**src/rtl/wrd_pkg.sv**
```systemverilog
// Shared types and constants for the wake-word decision block.
// Latency: n/a (package only).
// Backpressure: n/a (package only).
package wrd_pkg;

    // Width of the hit and cooldown counters; holds values 0..15.
    localparam int CNT_W = 4;

    // Decision FSM: wait for a frame, scan classes serially, present result.
    typedef enum logic [1:0] {
        IDLE = 2'd0,
        SCAN = 2'd1,
        OUT  = 2'd2
    } state_t;

    // Class index width. A single bit is kept even for very small class counts
    // so that the index port never collapses to zero width.
    function automatic int cls_w(input int n);
        return (n <= 2) ? 1 : $clog2(n);
    endfunction

endpackage

```
**src/rtl/wrd_debounce.sv**
```systemverilog
// Consecutive-frame debounce with cooldown: turns repeated qualifying frames into one wake pulse.
// Latency: wake_o is registered, high for one cycle directly after the update strobe.
// Backpressure: none; one update per accepted frame is supplied by the parent FSM.
//
// Ports:
//   clk_i, rst_i : clock, asynchronous active-high reset
//   upd_i        : one-cycle strobe, one per completed frame decision
//   qual_i       : frame qualifies (winner is the wake class and above threshold)
//   wake_o       : one-cycle wake pulse
module wrd_debounce
    import wrd_pkg::*;
#(
    parameter int HOLD_FRAMES     = 2,
    parameter int COOLDOWN_FRAMES = 3
) (
    input  logic clk_i,
    input  logic rst_i,
    input  logic upd_i,
    input  logic qual_i,
    output logic wake_o
);

    localparam logic [CNT_W-1:0] HOLD_C = CNT_W'(HOLD_FRAMES);
    localparam logic [CNT_W-1:0] COOL_C = CNT_W'(COOLDOWN_FRAMES);

    logic [CNT_W-1:0] hit_cnt;
    logic [CNT_W-1:0] cool_cnt;
    logic [CNT_W-1:0] hit_inc;

    assign hit_inc = hit_cnt + CNT_W'(1);

    always_ff @(posedge clk_i or posedge rst_i) begin
        if (rst_i) begin
            hit_cnt  <= '0;
            cool_cnt <= '0;
            wake_o   <= 1'b0;
        end else begin
            // Pulse lasts only the cycle following the strobe.
            wake_o <= 1'b0;
            if (upd_i) begin
                if (cool_cnt != '0) begin
                    // Cooldown swallows frames entirely, qualifying or not, and
                    // the streak must be rebuilt from scratch afterwards.
                    cool_cnt <= cool_cnt - CNT_W'(1);
                    hit_cnt  <= '0;
                end else if (qual_i && (hit_inc == HOLD_C)) begin
                    wake_o   <= 1'b1;
                    hit_cnt  <= '0;
                    cool_cnt <= COOL_C;
                end else if (qual_i) begin
                    hit_cnt <= hit_inc;
                end else begin
                    hit_cnt <= '0;
                end
            end
        end
    end

endmodule

```
**src/rtl/wrd_decision.sv**
```systemverilog
// Per-frame argmax over class scores plus debounced wake detection.
// Latency: valid_o is seen on the NUM_CLASSES-th clock edge counting the accepting edge; one frame per NUM_CLASSES+1 cycles.
// Backpressure: ready_o only in IDLE; result held in OUT until ready_i; valid_i ignored while busy.
//
// Ports:
//   clk_i, rst_i     : clock, asynchronous active-high reset
//   data_i           : packed signed scores, class k at [(k+1)*O_BW-1 : k*O_BW]
//   valid_i, last_i  : input beat valid and end-of-packet (last passes through)
//   ready_o          : block can accept a frame
//   class_o, score_o : winning class index and its signed score
//   valid_o, last_o  : result valid and registered last of the held frame
//   ready_i          : downstream accepts the result
//   wake_o           : one-cycle wake pulse, first OUT cycle only
module wrd_decision
    import wrd_pkg::*;
#(
    parameter int O_BW            = 24,
    parameter int NUM_CLASSES     = 3,
    parameter int WAKE_CLASS      = 1,
    parameter int THRESH          = 1000,
    parameter int HOLD_FRAMES     = 2,
    parameter int COOLDOWN_FRAMES = 3,
    localparam int CLS_W          = cls_w(NUM_CLASSES)
) (
    input  logic                          clk_i,
    input  logic                          rst_i,
    input  logic [NUM_CLASSES*O_BW-1:0]   data_i,
    input  logic                          valid_i,
    input  logic                          last_i,
    output logic                          ready_o,
    output logic [CLS_W-1:0]              class_o,
    output logic signed [O_BW-1:0]        score_o,
    output logic                          valid_o,
    output logic                          last_o,
    input  logic                          ready_i,
    output logic                          wake_o
);

    // Threshold sign-extended to the score width so the compare is a true
    // O_BW-bit signed compare.
    localparam logic signed [O_BW-1:0] THRESH_S = O_BW'(THRESH);
    localparam logic [CLS_W-1:0]       LAST_K   = CLS_W'(NUM_CLASSES - 1);
    localparam logic [CLS_W-1:0]       WAKE_IDX = CLS_W'(WAKE_CLASS);

    state_t                        state;
    logic [NUM_CLASSES*O_BW-1:0]   data_r;
    logic [CLS_W-1:0]              scan_k;
    logic [CLS_W-1:0]              best_idx;
    logic signed [O_BW-1:0]        best_score;
    logic                          ready_q;
    logic                          valid_q;
    logic                          last_q;

    logic signed [O_BW-1:0]        cand;
    logic                          take;
    logic [CLS_W-1:0]              nxt_idx;
    logic signed [O_BW-1:0]        nxt_score;
    logic                          qual;
    logic                          upd;

    // Candidate score for the class under test. Written as an explicit mux so
    // no part-select can ever reach past the packed vector.
    always_comb begin
        cand = '0;
        for (int i = 0; i < NUM_CLASSES; i++) begin
            if (scan_k == CLS_W'(i)) begin
                cand = data_r[i*O_BW +: O_BW];
            end
        end
    end

    // Strict greater-than: on a tie the earlier (lower) index is kept.
    always_comb begin
        take      = (cand > best_score);
        nxt_idx   = take ? scan_k : best_idx;
        nxt_score = take ? cand   : best_score;
    end

    // Decision inputs are taken from the final best, i.e. the same values that
    // land in best_idx/best_score on the SCAN->OUT edge.
    assign upd  = (state == SCAN) && (scan_k == LAST_K);
    assign qual = (nxt_idx == WAKE_IDX) && (nxt_score > THRESH_S);

    always_ff @(posedge clk_i or posedge rst_i) begin
        if (rst_i) begin
            state      <= IDLE;
            data_r     <= '0;
            scan_k     <= '0;
            best_idx   <= '0;
            best_score <= '0;
            ready_q    <= 1'b0;
            valid_q    <= 1'b0;
            last_q     <= 1'b0;
        end else begin
            case (state)
                IDLE: begin
                    // ready_q comes up one cycle after reset release; accept
                    // only once it is visible to upstream.
                    if (valid_i && ready_q) begin
                        data_r     <= data_i;
                        last_q     <= last_i;
                        best_idx   <= '0;
                        best_score <= data_i[O_BW-1:0];
                        scan_k     <= CLS_W'(1);
                        ready_q    <= 1'b0;
                        state      <= SCAN;
                    end else begin
                        ready_q <= 1'b1;
                    end
                end

                SCAN: begin
                    best_idx   <= nxt_idx;
                    best_score <= nxt_score;
                    if (scan_k == LAST_K) begin
                        valid_q <= 1'b1;
                        state   <= OUT;
                    end else begin
                        scan_k <= scan_k + CLS_W'(1);
                    end
                end

                OUT: begin
                    if (ready_i) begin
                        valid_q <= 1'b0;
                        ready_q <= 1'b1;
                        state   <= IDLE;
                    end
                end

                default: begin
                    valid_q <= 1'b0;
                    ready_q <= 1'b0;
                    state   <= IDLE;
                end
            endcase
        end
    end

    assign ready_o = ready_q;
    assign valid_o = valid_q;
    assign last_o  = last_q;
    assign class_o = best_idx;
    assign score_o = best_score;

    wrd_debounce #(
        .HOLD_FRAMES     (HOLD_FRAMES),
        .COOLDOWN_FRAMES (COOLDOWN_FRAMES)
    ) u_debounce (
        .clk_i  (clk_i),
        .rst_i  (rst_i),
        .upd_i  (upd),
        .qual_i (qual),
        .wake_o (wake_o)
    );

endmodule
```
**config.mk**
```make
export PLATFORM = sky130hd
export DESIGN_NAME = wrd_decision
export DESIGN_NICKNAME = d
export VERILOG_FILES = /design/src/rtl/wrd_pkg.sv /design/src/rtl/wrd_debounce.sv /design/src/rtl/wrd_decision.sv
export SDC_FILE = /design/constraint.sdc
export NUM_CORES = 1
export LEC_CHECK = 0
export CAP_MARGIN = 20
export CORE_ASPECT_RATIO = 0.8
export CORE_UTILIZATION = 30
export DETAILED_ROUTE_END_ITERATION = 8
export HOLD_SLACK_MARGIN = 0.05
export SLEW_MARGIN = 20
export SYNTH_ARGS = -nofsm -noshare
export SYNTH_HDL_FRONTEND = slang
export SYNTH_SLANG_ARGS = --single-unit
```
**constraint.sdc**
```tcl
create_clock -name clk_i -period 11.71 [get_ports clk_i]
set_clock_uncertainty 0.15 [all_clocks]
set_input_delay 2.342 -clock clk_i [delete_from_list [all_inputs] [get_ports clk_i]]
set_output_delay 2.342 -clock clk_i [all_outputs]
set_load 0.005 [all_outputs]
```
# Word-level counts from Yosys, hierarchy flattened
# Cells that the tools add are included.
# classes
n_eq_ne	10
bitwise	2
muxes	29
reduce_logical	16
addsub	3
n_lt_le_gt_ge	2
# op_table
op	count
2-to-1 mux 24 bit	5
case mux 24 bit (2 select lines)	1
greater-than comparator 24 x 11 -> 1 bit, second input constant	1
greater-than comparator 24 bit	1
2-to-1 mux 4 bit	5
2-to-1 mux 2 bit	6
AND reduction 3 bit	3
case mux 2 bit (2 select lines)	2
AND reduction 2 bit	4
2-to-1 mux 1 bit	7
== test 2 x 1 -> 1 bit, second input constant	3
inequality test 2 bit, second input constant	3
case mux 1 bit (3 select lines)	2
case mux 2 bit (3 select lines)	1
adder 4 x 1 -> 4 bit, second input constant	1
== test 2 bit, second input constant	2
== test 4 x 2 -> 1 bit, second input constant	1
logical AND 1 bit	4
zero test 2 bit	2
nonzero test 2 bit	2
nonzero test 4 bit	1
subtractor 4 x 1 -> 4 bit, second input constant	1
adder 2 x 1 -> 2 bit, second input constant	1
inequality test 2 x 1 -> 1 bit, second input constant	1
inverter 1 bit	2
# word_totals
register_bits	114

# Depth between registers and ports, before layout
# Gate-level depths: netlist (run 1).
# logic_depth
word_depth	12
depth_mapped	18
ltp_nobuf	14

# By module
# A second synthesis (run 1) with hierarchy kept.
# unflattened
cells_unflattened	642
area_unflattened_um2	6008.3
# modules_own_cells
mod	seq_area_each_um2	cells_per_inst	area_per_inst_um2	n_inst
wrd_decision	2627.5	590	5481.5	1
wrd_debounce	225.2	52	526.8	1

# Least setup slack after synthesis (run 1)
# Ideal clock, no wire load.
# synth_timing
kind	input to register
from	input valid_i
to	register ready_q (netlist: ready_o)
required_time_ns	11.417
path_slack_ns	8.092
stages	5
t_arrival_ns	3.325
path_cell_list	and3_1 > clkbuf_1 > clkbuf_1 > clkbuf_1 > a221oi_1
# synth_via
elab_chain_cells	3
# synth_lines
item	line_no	source
from (decl)	wrd_decision.sv:28	input logic valid_i,
logical AND 1 bit	wrd_decision.sv:99	if (valid_i && ready_q) begin
2-to-1 mux 1 bit	wrd_decision.sv:99	
case mux 1 bit (3 select lines)	wrd_decision.sv:95	case (state)
to (signal assigned)	wrd_decision.sv:91	ready_q <= 1'b0;
to (signal assigned)	wrd_decision.sv:105	ready_q <= 1'b0;
to (signal assigned)	wrd_decision.sv:108	ready_q <= 1'b1;
to (decl)	wrd_decision.sv:50	logic ready_q;
# Every way passes these cells.
# A chain may end at the register's enable or synchronous reset.

# Worst setup path after layout (run 1)
# layout_timing
from	register scan_k[0]
to	register best_score[1] (netlist: score_o[1])
# layout_via
elab_chain_cells	7
word_cells_on_any_way	9
# layout_lines
item	line_no	source
from (decl)	wrd_decision.sv:47	logic [CLS_W-1:0] scan_k;
from (signal assigned)	wrd_decision.sv:119	scan_k <= scan_k + CLS_W'(1);
zero test 2 bit	wrd_decision.sv:66	if (scan_k == CLS_W'(i)) begin
2-to-1 mux 24 bit (2 in series)	wrd_decision.sv:66	
2-to-1 mux 24 bit (*)	wrd_decision.sv:66	
greater-than comparator 24 bit	wrd_decision.sv:74	take = (cand > best_score);
2-to-1 mux 24 bit (*)	wrd_decision.sv:76	nxt_score = take ? cand : best_score;
case mux 24 bit (2 select lines) (*)	wrd_decision.sv:95	
to (signal assigned)	wrd_decision.sv:103	best_score <= data_i[O_BW-1:0];
to (signal assigned)	wrd_decision.sv:114	best_score <= nxt_score;
to (decl)	wrd_decision.sv:49	logic signed [O_BW-1:0] best_score;
# Mark *: on every way between the ends. The rest lies on a longest branch, timed or not.

==> reports/metrics.cfg, run 1 <==
[status]
status = finished clean

[cts]
cts-root-buf = clkbuf_16
cts_made_buffers = 17
htree_num_levels = 4
insertion_delay_ns = 0.42
ctsResizeCount = 0
post_cts_buffers = 0
hold_buffers = 0
clkSinkCount = 114
cts.reportedPaths.clkPinSlew_ns = 0.05
clock_path_buffers = 2
cts_tree = built

[floorplan]
die_h_um = 128
die-area_um2 = 20400
die_x_um = 159
num_rows = 45
core_area_um2 = 19200
ios = 107
initial_core_util_pct = 30.9

[setup_path]
max_stage_delay_ns = 0.78
crit_top_cell = ha_1
crit_path_end_kind = register
cp.depth = 12
start_kind = register
path_buf_inv = 2
critPathKind = reg -> reg
reg2reg_depth = 12
crit_path_max_fanout = 29
cp_cell_sequence = inv_1 -> ha_1 -> inv_2 -> mux2_2 -> ha_1 -> nand4_1 -> or4_4 -> a21oi_2 -> o31ai_4 -> nor2_4 -> nor2_2 -> a221o_1
crit_arrival_ns = 5.22
required_ns = 11.85
crit_family = simple AND/OR/NAND/NOR gates
cpMaxStageDelayCell = ha_1

[route]
viasPerCell = 4.90
first_pass_iters = 4
num_vias = 4889
wire_per_inst_um = 16.9
drc = 0
ant_nets = 0
drtIter0Drc = 323
wirelength_um = 16900

[global_routing]
gr-total-overflow = 0
antenna_found_initial = 0
grt_max_degree = 77
grt_usage_pct = 17.6
grt_pass1_wl_um = 27100
grt_pass1_vias = 4724

[pwr]
power_density_nw_per_um2 = 315
leakage_nw = 3.65
p_total_mw = 2.46
ir_worst_vdd_uv = 154

[synthesis]
ys_ff_latch = 114
synthCells = 633
synth_area_um2 = 5940
synth_flop_cell = dfrtp_1
yosys_warnings = 0
async_flop_share_pct = 100
synth-edff-count = 0
syn_nets = 740
yosysUniqueCellTypes = 53
syn_avg_cell_area_um2 = 9.38
seq_area_frac_synth_pct = 48.1

[sta]
rsz0062_at_grt = no
slew_viol_final = 0
setup_viol = 0
hold_viol_final = 0
fin_crit_sh_pct = 43.4
max_slew.worst_pin.slew_ns = 1.03
slew_headroom_pct = 31.4
setup_tns_ns = 0
max_freq_mhz = 197
fin_crit_ns = 5.08
postLayoutSetupSlackWorst_ns = 6.63

[cells_and_area]
design_area_um2 = 7800
insertedDiodeCount = 0
final_common_cell = nand2_1
drive_above_1_share_pct = 6.49
syn2layout_area_growth_pct = 31.4
nets = 835
mostFrequentLayoutCells = nand2_1, dfrtp_1, clkdlybuf4s50_1

[place]
gp_congestion = 0.821
placed_cell_area_um2 = 7190
dpl.hpwl_um = 12300
place_ws_ns = 6.66
io_buffers = 106

[hold_path]
hold_path_class = reg -> reg
hold_depth = 1

[job]
maxCapViolCount = 0

==> registers in the layout (all words and copies together), names as in the netlist <==
name and count:
score_o 24, class_o 2, valid_o 1, data_r 72, u_debounce.hit_cnt 4, u_debounce.cool_cnt 4
u_debounce.wake_o 1, state 2, ready_o 1, last_o 1, scan_k 2
==> area by class of cell <==
type,count,area (um2)
Fill cell,1890,11400
Tap cell,258,323
Sequential cell,114,2850
Timing Repair Buffer,110,1090
Clock buffer,23,488
Multi-Input combinational cell,451,2790
Inverter,34,130
Clock inverter,8,126
==> report_power, final <==
part / switching, mW / internal (mW) / total [mW]
logic: 0.657 / 0.527 / 1.18
clock network: 0.180 / 0.355 / 0.535
registers: 0.163 / 0.578 / 0.741
==> worst reg2reg max path: stages (launching register included) <==
cell and delay (ns):
dfrtp_1 0.42, inv_1 0.12, ha_1 0.78, inv_2 0.43, mux2_2 0.43, ha_1 0.30, nand4_1 0.11, or4_4 0.54
a21oi_2 0.17, o31ai_4 0.11, nor2_4 0.56, nor2_2 0.38, a221o_1 0.44
==> path summary, 6_finish.rpt <==
check	startpoint	slack, ns	end
max	scan_k[0]	6.63	score_o[1]
min	data_r[9]	0.33	data_r[9]
max reg2reg	scan_k[0]	6.63	score_o[1]
min reg2reg	data_r[9]	0.33	data_r[9]
max in group asynchronous	rst_i	7.92	data_r[41]
min in group asynchronous	rst_i	2.22	score_o[4]
==> metrics by stage <==
step | instances | hold slack, ns | utilization, %
floorplan | 633 | 0.292 | -
global placement | 967 | 0.311 | 37.4
detailed placement | 967 | 0.315 | 37.4
CTS | 998 | 0.329 | 40.6
global route | 998 | 0.334 | 40.6
finish | 998 | 0.329 | 40.6
==> layer usage <==
metal | wire, um | up-vias | track usage [%]
li1 | - | 2388 | -
met1 | 9140 | 2331 | 27.8
met2 | 6490 | 156 | 22.5
met3 | 1090 | 14 | 4.40
met4 | 189 | 0 | 5.54
met5 | 0 | - | 0
==> cell usage after synthesis (2+ instances only) <==
library cell | n | area, um2
o21a_1 | 4 | 30.0
nor2b_1 | 5 | 31.3
o21ai_0 | 12 | 60.1
nand3_1 | 3 | 15.0
inv_1 | 33 | 124
a21oi_1 | 33 | 165
nor2_1 | 11 | 41.3
nand2_1 | 173 | 649
buf_6 | 3 | 33.8
a221o_1 | 24 | 240
a2bb2oi_1 | 18 | 158
nor4_1 | 6 | 37.5
buf_4 | 3 | 22.5
dfrtp_1 | 114 | 2850
and2_1 | 25 | 156
nand2b_1 | 4 | 25.0
nand4_1 | 8 | 50.1
a21o_1 | 27 | 203
nor3_1 | 8 | 40.0
o21ai_1 | 3 | 15.0
ha_1 | 30 | 375
buf_2 | 9 | 45.0
xor2_1 | 2 | 17.5
a31oi_1 | 3 | 18.8
nand3b_1 | 22 | 165
o211ai_1 | 2 | 15.0
or3_1 | 2 | 12.5
clkbuf_1 | 18 | 67.6
and3_1 | 3 | 18.8
o22ai_1 | 2 | 12.5
==> cell families after synthesis <==
logic type               Yosys count  share of synthesized area (%)
multiplexers                       3                          0.590
adder cells (fa/ha/maj)           30                           6.32
AO/OA/AOI/OAI                    140                           17.9
XOR/XNOR                           2                          0.295
flip-flops                       114                           48.1
AND/OR/NAND/NOR                  276                           21.8
buffers and inverters             68                           5.06
Power figures use the tool's default switching activity.
==> run 2, diff against run 1 <==
Clock period 11.71 ns to 4.6 ns, I/O delays scaled along.
==> reports/metrics.cfg, run 2 (synthesized netlist as in run 1, its figures left out) <==
[hold_path]
min_to = data_r[8]  ; was data_r[9]
hold_depth = 1  ; unchanged
hold_path_class = reg -> reg  ; unchanged
holdCritStartpoint = data_r[8]  ; was data_r[9]

[setup_path]
worstReg2RegEnd = u_debounce.cool_cnt[1]  ; was score_o[1]
reg2reg_from = scan_k[0]  ; unchanged
ff2ff_setup_slack_ns = 0.52  ; was 6.63 ns
start_kind = register  ; unchanged
crit_path_max_fanout = 27  ; was 29
required_ns = 4.72  ; was 11.85 ns
crit_path_end_kind = register  ; unchanged
reg2reg_depth = 12  ; unchanged
crit_arrival_ns = 4.20  ; was 5.22 ns
critPathKind = reg -> reg  ; unchanged

[cts]
htree_num_levels = 4  ; unchanged
clock_path_buffers = 2  ; unchanged
cts-root-buf = clkbuf_16  ; unchanged
cts_made_buffers = 17  ; unchanged
clkSinkCount = 114  ; unchanged
cts.reportedPaths.clkPinSlew_ns = 0.05  ; about the same
cts_tree = built  ; unchanged
insertion_delay_ns = 0.41  ; was 0.42 ns
hold_buffers = 0  ; unchanged

[route]
wirelength_um = 17200  ; was 16900 um
first_pass_iters = 4  ; unchanged
ant_nets = 0  ; unchanged
drtIter0Drc = 400  ; was 323
num_vias = 4953  ; was 4889
drc = 0  ; unchanged
viasPerCell = 4.88  ; was 4.90
wire_per_inst_um = 16.9  ; about the same

[sta]
setup_viol = 0  ; unchanged
max_freq_mhz = 245  ; was 197 MHz
fin_crit_ns = 4.08  ; was 5.08 ns
slew_headroom_pct = 55.5  ; was 31.4%
fin_crit_sh_pct = 88.6  ; was 43.4%
slew_viol_final = 0  ; unchanged
max_slew.worst_pin.slew_ns = 0.667  ; was 1.03 ns
hold_viol_final = 0  ; unchanged
setup_tns_ns = 0  ; unchanged
rsz0062_at_grt = no  ; unchanged

[place]
gp_congestion = 0.871  ; was 0.821
dpl.hpwl_um = 12700  ; was 12300 um
io_buffers = 106  ; unchanged
place_inst = 985  ; was 967

[global_routing]
met3_usage_pct = 4.59  ; was 4.40%
grt_pass1_vias = 4912  ; was 4724
grt_usage_pct = 17.7  ; was 17.6%
grt_busiest_layer = met1  ; unchanged
grt_util_met2_pct = 23.1  ; was 22.5%
grt_max_degree = 70  ; was 77
grt_use_met1_pct = 28.1  ; was 27.8%
grt_pass1_wl_um = 27800  ; was 27100 um
antenna_found_initial = 0  ; unchanged
gr-total-overflow = 0  ; unchanged

[cells_and_area]
largest_register_ffs = 72  ; unchanged
regArea_um2 = 2850  ; unchanged
fillers = 1891  ; was 1890
insertedDiodeCount = 0  ; unchanged
syn2layout_area_growth_pct = 33.6  ; was 31.4%
drive_above_1_share_pct = 8.97  ; was 6.49%
multi_input_area_um2 = 2800  ; was 2790 um2
mostFrequentLayoutCells = nand2_1, dfrtp_1, clkdlybuf4s50_1  ; unchanged
top_register = data_r  ; unchanged
fin_cells = 1016  ; was 998
final_common_cell = nand2_1  ; unchanged
nets = 853  ; was 835

[floorplan]
die_x_um = 159  ; unchanged
num_rows = 45  ; unchanged
initial_core_util_pct = 30.9  ; unchanged
core_area_um2 = 19200  ; unchanged
die-area_um2 = 20400  ; unchanged
ios = 107  ; unchanged
die_h_um = 128  ; unchanged

[pwr]
ir_worst_vdd_uv = 344  ; was 154 uV
swShare_pct = 40.6  ; was 40.7%
p_clk_share_pct = 20.3  ; was 21.8%
comb_power_share_pct = 50.7  ; was 48.1%
p_int_mw = 3.81  ; was 1.46 mW
power_density_nw_per_um2 = 810  ; was 315 nW/um2
leakage_nw = 3.75  ; was 3.65 nW
seq_power_share_pct = 29.0  ; was 30.1%
p_switching_mw = 2.61  ; was 1.00 mW

[job]
maxCapViolCount = 0  ; unchanged

[status]
status = finished clean  ; unchanged

run 2: changes by cell type in the layout (fill, tap and decap cells not counted):
cell        before  now
clkinv_4         1    2
buf_12           0    1
clkbuf_1         2    1
ha_1            30   29
ha_2             0    1
nor2_4           1    2
clkinv_2         1    4
clkinvlp_4       3    1
nor2_2           1    0
bufinv_16        3    2
buf_4            4   21
run 2: worst max-delay path by stage:
stage / startpoint / slack [ns] / to / cells after the start
2_1_floorplan: rst_i / 0.51 / class_o[0] / 1
3_3_place_gp: scan_k[1] / 0.27 / score_o[0] / 12
3_5_place_dp: scan_k[1] / 0.11 / score_o[0] / 12
4_1_cts: scan_k[1] / 0.09 / score_o[0] / 12
5_1_grt: scan_k[1] / 0.31 / u_debounce.cool_cnt[1] / 12
6_report: scan_k[0] / 0.52 / u_debounce.cool_cnt[1] / 12
run 2: cell type report:
class | count | share of cell area [%]
Sequential cell | 114 | 36.0
Multi-Input combinational cell | 451 | 35.3
Timing Repair Buffer | 128 | 15.6
Clock buffer | 22 | 6.11
Tap cell | 258 | 4.07
Inverter | 34 | 1.64
Clock inverter | 9 | 1.33
run 2: power by group through the flow:
stage | Sequential [mW] | Combinational, mW | Clock (mW)
floorplan | 1.73 | 2.28 | 0
CTS | 1.86 | 3.24 | 1.33
detailed placement | 1.87 | 3.22 | 0
finish | 1.86 | 3.26 | 1.31
global placement | 1.87 | 3.17 | 0
global route | 1.92 | 3.62 | 1.37
run 2: timing repair:
item,CTS,global route
endpoints found under the setup margin,0,25
buffers inserted,0,0
gates resized for setup,0,2
run 2: routing by layer:
layer	wire length (um)	part of all wire [%]	vias to the layer above
met1	9300	54	2367
met4	129	0.75	0
met3	1100	6.4	9
met2	6690	39	148
li1	-	-	2429
met5	0	0	-
run 2: through the flow:
step | util, % | cell area [um2] | power, mW | setup WS, ns | hold slack, ns
after global placement | 38.2 | 7330 | 5.04 | 0.266 | 0.309
after detailed placement | 38.2 | 7330 | 5.09 | 0.109 | 0.319
after floorplan | - | 5940 | 4.01 | 0.514 | 0.292
after CTS | 41.3 | 7920 | 6.42 | 0.0921 | 0.331
after global routing | 41.3 | 7930 | 6.91 | 0.305 | 0.341
final | 41.3 | 7930 | 6.42 | 0.524 | 0.326
run 2: worst max-delay path: stages (launching register included):
cell,delay [ns]
dfrtp_1,0.41
inv_1,0.11
ha_1,0.23
inv_2,0.37
a2bb2oi_1,0.41
ha_1,0.33
a21o_1,0.21
a2111oi_4,0.36
nand3b_1,0.16
o31ai_4,0.33
mux2i_2,0.44
mux2i_1,0.29
o311ai_1,0.14
